==> src/rtl/seq_summer_pkg.sv <==
// Shared constants and state encoding for the sequence summer.
// Saturating arithmetic is enabled by defining SEQ_SUMMER_SAT_EN.
package seq_summer_pkg;

    localparam int unsigned WDefault  = 8;
    localparam int unsigned CwDefault = 8;

    typedef logic [1:0] state_t;

    localparam state_t IDLE  = 2'd0;
    localparam state_t ACCUM = 2'd1;
    localparam state_t DONE  = 2'd2;

endpackage

==> src/rtl/seq_summer_add.sv <==
// W-bit unsigned adder with carry-out; clamps to all-ones on carry when
// SEQ_SUMMER_SAT_EN is defined, wraps otherwise.
module seq_summer_add
    import seq_summer_pkg::*;
#(
    parameter int unsigned W = WDefault
) (
    input  logic [W-1:0] a_i,
    input  logic [W-1:0] b_i,
    output logic [W-1:0] sum_o,
    output logic         carry_o
);

    logic [W:0] full;

    assign full    = {1'b0, a_i} + {1'b0, b_i};
    assign carry_o = full[W];

`ifdef SEQ_SUMMER_SAT_EN
    assign sum_o = carry_o ? {W{1'b1}} : full[W-1:0];
`else
    assign sum_o = full[W-1:0];
`endif

endmodule

==> src/rtl/seq_summer.sv <==
// Sums a zero-terminated stream of terms started by an active-low go.
// Defining SEQ_SUMMER_SAT_EN adds a clamping adder and a sticky ovf output.
module seq_summer
    import seq_summer_pkg::*;
#(
    parameter int unsigned W  = WDefault,
    parameter int unsigned CW = CwDefault
) (
    input  logic          ck,
    input  logic          reset,
    input  logic          go_l,
    input  logic [W-1:0]  inA,
    output logic [W-1:0]  sum,
    output logic          done,
    output logic          busy,
    output logic [CW-1:0] nterms
`ifdef SEQ_SUMMER_SAT_EN
    ,
    output logic          ovf
`endif
);

    state_t        state_q, state_d;
    logic [W-1:0]  sum_q, sum_d;
    logic [CW-1:0] nterms_q, nterms_d;
    logic          done_q, done_d;
    logic          busy_q, busy_d;
    logic          term_zero;
    logic          nterms_full;
    logic [W-1:0]  add_sum;
`ifdef SEQ_SUMMER_SAT_EN
    logic          add_carry;
    logic          ovf_q, ovf_d;
`else
    logic          add_carry_unused;
`endif

    assign term_zero   = (inA == '0);
    assign nterms_full = &nterms_q;

    seq_summer_add #(
        .W (W)
    ) u_add (
        .a_i     (sum_q),
        .b_i     (inA),
        .sum_o   (add_sum),
`ifdef SEQ_SUMMER_SAT_EN
        .carry_o (add_carry)
`else
        .carry_o (add_carry_unused)
`endif
    );

    always_comb begin
        state_d  = state_q;
        sum_d    = sum_q;
        nterms_d = nterms_q;
`ifdef SEQ_SUMMER_SAT_EN
        ovf_d    = ovf_q;
`endif
        case (state_q)
            IDLE: begin
                if (!go_l) begin
`ifdef SEQ_SUMMER_SAT_EN
                    ovf_d = 1'b0;
`endif
                    if (term_zero) begin
                        sum_d    = '0;
                        nterms_d = '0;
                        state_d  = DONE;
                    end else begin
                        sum_d    = inA;
                        nterms_d = CW'(1);
                        state_d  = ACCUM;
                    end
                end
            end
            ACCUM: begin
                if (term_zero) begin
                    state_d = DONE;
                end else begin
                    sum_d = add_sum;
                    // Term count sticks at all-ones rather than wrapping
                    if (!nterms_full) begin
                        nterms_d = nterms_q + CW'(1);
                    end
`ifdef SEQ_SUMMER_SAT_EN
                    ovf_d = ovf_q | add_carry;
`endif
                end
            end
            DONE: begin
                state_d = IDLE;
            end
            default: begin
                state_d = IDLE;
            end
        endcase

        done_d = (state_d == DONE);
        busy_d = (state_d != IDLE);
    end

    always_ff @(posedge ck or posedge reset) begin
        if (reset) begin
            state_q  <= IDLE;
            sum_q    <= '0;
            nterms_q <= '0;
            done_q   <= 1'b0;
            busy_q   <= 1'b0;
`ifdef SEQ_SUMMER_SAT_EN
            ovf_q    <= 1'b0;
`endif
        end else begin
            state_q  <= state_d;
            sum_q    <= sum_d;
            nterms_q <= nterms_d;
            done_q   <= done_d;
            busy_q   <= busy_d;
`ifdef SEQ_SUMMER_SAT_EN
            ovf_q    <= ovf_d;
`endif
        end
    end

    assign sum    = sum_q;
    assign nterms = nterms_q;
    assign done   = done_q;
    assign busy   = busy_q;
`ifdef SEQ_SUMMER_SAT_EN
    assign ovf    = ovf_q;
`endif

endmodule

==> config.mk <==
export PLATFORM = sky130hd
export DESIGN_NAME = seq_summer
export DESIGN_NICKNAME = d
export VERILOG_FILES = /design/src/rtl/seq_summer_pkg.sv /design/src/rtl/seq_summer_add.sv /design/src/rtl/seq_summer.sv
export SDC_FILE = /design/constraint.sdc
export NUM_CORES = 1
export LEC_CHECK = 0
export ABC_AREA = 1
export CAP_MARGIN = 0
export CORE_ASPECT_RATIO = 0.6
export CORE_MARGIN = 3
export CORE_UTILIZATION = 51
export CTS_CLUSTER_SIZE = 24
export DETAILED_ROUTE_END_ITERATION = 7
export PLACE_DENSITY_LB_ADDON = 0.12
export SLEW_MARGIN = 10
export SYNTH_ARGS = -nofsm -noshare
export SYNTH_HDL_FRONTEND = slang
export SYNTH_HIERARCHICAL = 1
export SYNTH_SLANG_ARGS = --single-unit
==> constraint.sdc <==
create_clock -name ck -period 1.9 [get_ports ck]
set_input_delay 0.19 -clock ck [delete_from_list [all_inputs] [get_ports ck]]
set_output_delay 0.19 -clock ck [all_outputs]
set_load 0.02 [all_outputs]
==> impl_metrics.toml <==
[outcome]
status = "finished, final reports clean"

[cts]
tritoncts = "yes"
cts.sinks = 20
cts_resized = 0
hold_buffers = 0
worstSkewPairLatency_ns = 0.26
h-tree-depth = 1
clk_path_buf_depth = 2
path_clk_slew_ns = 0.07
cts_setup_buffers = 0
cts_root_buf = "clkbuf_8"
cts_buffers = 3

[floorplan]
core-area_sq_mm = 0.00259
die_area_sq_mm = 0.00353
dieWidth_um = 74.8
initial_core_util = 0.558
boundaryPins = 29
die_h_um = 47.3
rows = 14

[setup_path]
setup.worst_path.start_class = "flip-flop"
cp_data_required_time_ns = 2.05
max_stage_delay_ns = 0.40
path_common_cell = "nand2_1"
critPathCaptureType = "flip-flop"
cp_slowest_cell = "dfrtp_1"
worstPathArrival_ns = 1.96
path_class = "flip-flop to flip-flop"
path_cells = "ha_1, fa_1, nand2_1, nand2_1, nand3b_4, nand2_1, nand2_1, nand2_1, nand2_1, nand2_1, nand2_1, nand2_1"
crit_fanout = 3

[routing]
wl_per_cell_um = 12.7
ant_nets = 0
first_pass_iters = 5
drc_errors = 0
drt-vias-per-instance = 5.11
via_count = 1396
drt_iter0_drc = 55
wl_um = 3470

[power_and_ir_drop]
p_total_w = 0.00284
leakage_nw = 0.974
clockPowerShare = 0.098
seq_power_share = 0.284
sw_frac_of_total = 0.457
p_int_w = 0.00154
power_frac_comb = 0.618
p_per_area_mw_per_mm2 = 1550
vdd_drop_max_mv = 0.732
power.net_switching_w = 0.00130

[grt]
grt_max_degree = 21
grt_pass1_vias = 1259
grt_overflow_total = 0
grt_pass1_wl_um = 5640
antenna_found_initial = 0
grt_use_total = 0.217

[timing]
fin_setup_tns_ns = 0
min_period_ns = 1.81
final_hold_viol_count = 0
rsz0062_at_grt = "false"
tightest_slew_ns = 0.270
drv_slew = 0
final.setup_skew_ns = 0.00482
fmax_mhz = 552
setup_viol = 0
relSlewSlack = 0.820
fin_hold_ws_ns = 0.269
timing.final.crit_share = 0.953

[cells_and_area]
final_core_utilization = 0.704
n_antenna_cell = 0
area_growth_pct = 26.2
n_fill_cell = 233
stdcell_count = 273
layout.nets = 264
drive_gt1_frac = 0.0954

[worst_hold_path]
hold_class = "input port to asynchronous set/reset pin"

[placed_design]
dp_hpwl_um = 2730
globalplace.congestion = 0.869
dpl.cell_count = 270
io_buffer_count = 28

[yosys]
synth_area_sq_mm = 0.00145
synth_warnings = 6
syn_avg_cell_area_sq_um = 6.95
syn_nets = 229
synthCells = 208

[flow_run]
maxCapViolCount = 0
==> power by group through the flow <==
stage | Sequential, W | Combinational (W) | Clock [W]
2_1_floorplan | 0.000977 | 0.000988 | 0
3_3_place_gp | 0.000793 | 0.00169 | 0
3_5_place_dp | 0.000810 | 0.00175 | 0
4_1_cts | 0.000805 | 0.00176 | 0.000293
5_1_grt | 0.000836 | 0.00196 | 0.000307
6_report | 0.000805 | 0.00175 | 0.000279
==> layout by cell type, fill, tap and decap left out, drive strengths merged, types with 4 or more instances in the layout <==
| cell type | instances |
|---|---|
| dfrtp | 20 |
| inv | 17 |
| ha | 9 |
| nand2 | 111 |
| nor2 | 19 |
| clkdlybuf4s50 | 28 |
| nor3 | 4 |
| nand3 | 8 |
| a21oi | 4 |
==> final timing paths <==
path	startpoint	slack, ns	cells past startpoint	endpoint
worst max-delay path	sum[0]$_DFFE_PP0P_	0.09	12	sum[6]$_DFFE_PP0P_
min in group ck	state_q[1]$_DFF_PP0_	0.52	1	busy$_DFF_PP0_
max in group asynchronous	reset	1.41	3	busy$_DFF_PP0_
worst max register to register	sum[0]$_DFFE_PP0P_	0.09	12	sum[6]$_DFFE_PP0P_
worst min-delay path	reset	0.27	3	nterms[3]$_DFFE_PP0P_
worst min register to register	state_q[1]$_DFF_PP0_	0.52	1	busy$_DFF_PP0_
==> critical path, delay by kind of cell, from the launching register on <==
| kind | cells | cell delay [ns] |
|---|---|---|
| AND/OR/NAND/NOR | 10 | 0.67 |
| adder cells (fa/ha/maj) | 2 | 0.64 |
| flip-flops | 1 | 0.40 |
==> cell type report <==
type | instances | area, sq um | area share
clock buffer | 3 | 41.3 | 0.0226
inverter | 17 | 63.8 | 0.0350
multi-input combinational | 170 | 877 | 0.480
sequential | 20 | 500 | 0.274
tap | 32 | 40.0 | 0.0219
timing repair buffer | 31 | 303 | 0.166
==> metal layers <==
metal,routed length (um),part of all wire,GRT usage,vias to the layer above
met1,1720,0.50,0.304,645
met4,15,0.0043,0.0532,0
met2,1510,0.43,0.335,39
met5,0,0,0,-
li1,-,-,-,708
met3,224,0.065,0.0598,4
==> through the flow <==
stage	worst slack [ns]	cell area, sq um
floorplan	0.146	1450
global placement	-0.0460	1780
detailed placement	-0.125	1780
CTS	0.0997	1830
global route	0.00902	1830
finish	0.0894	1830
==> sequential cells by signal (all words and copies together), names as in the netlist <==
signal	flops
busy	1
done	1
nterms	8
state_q	2
sum	8
(Power assumes the default switching activity.)
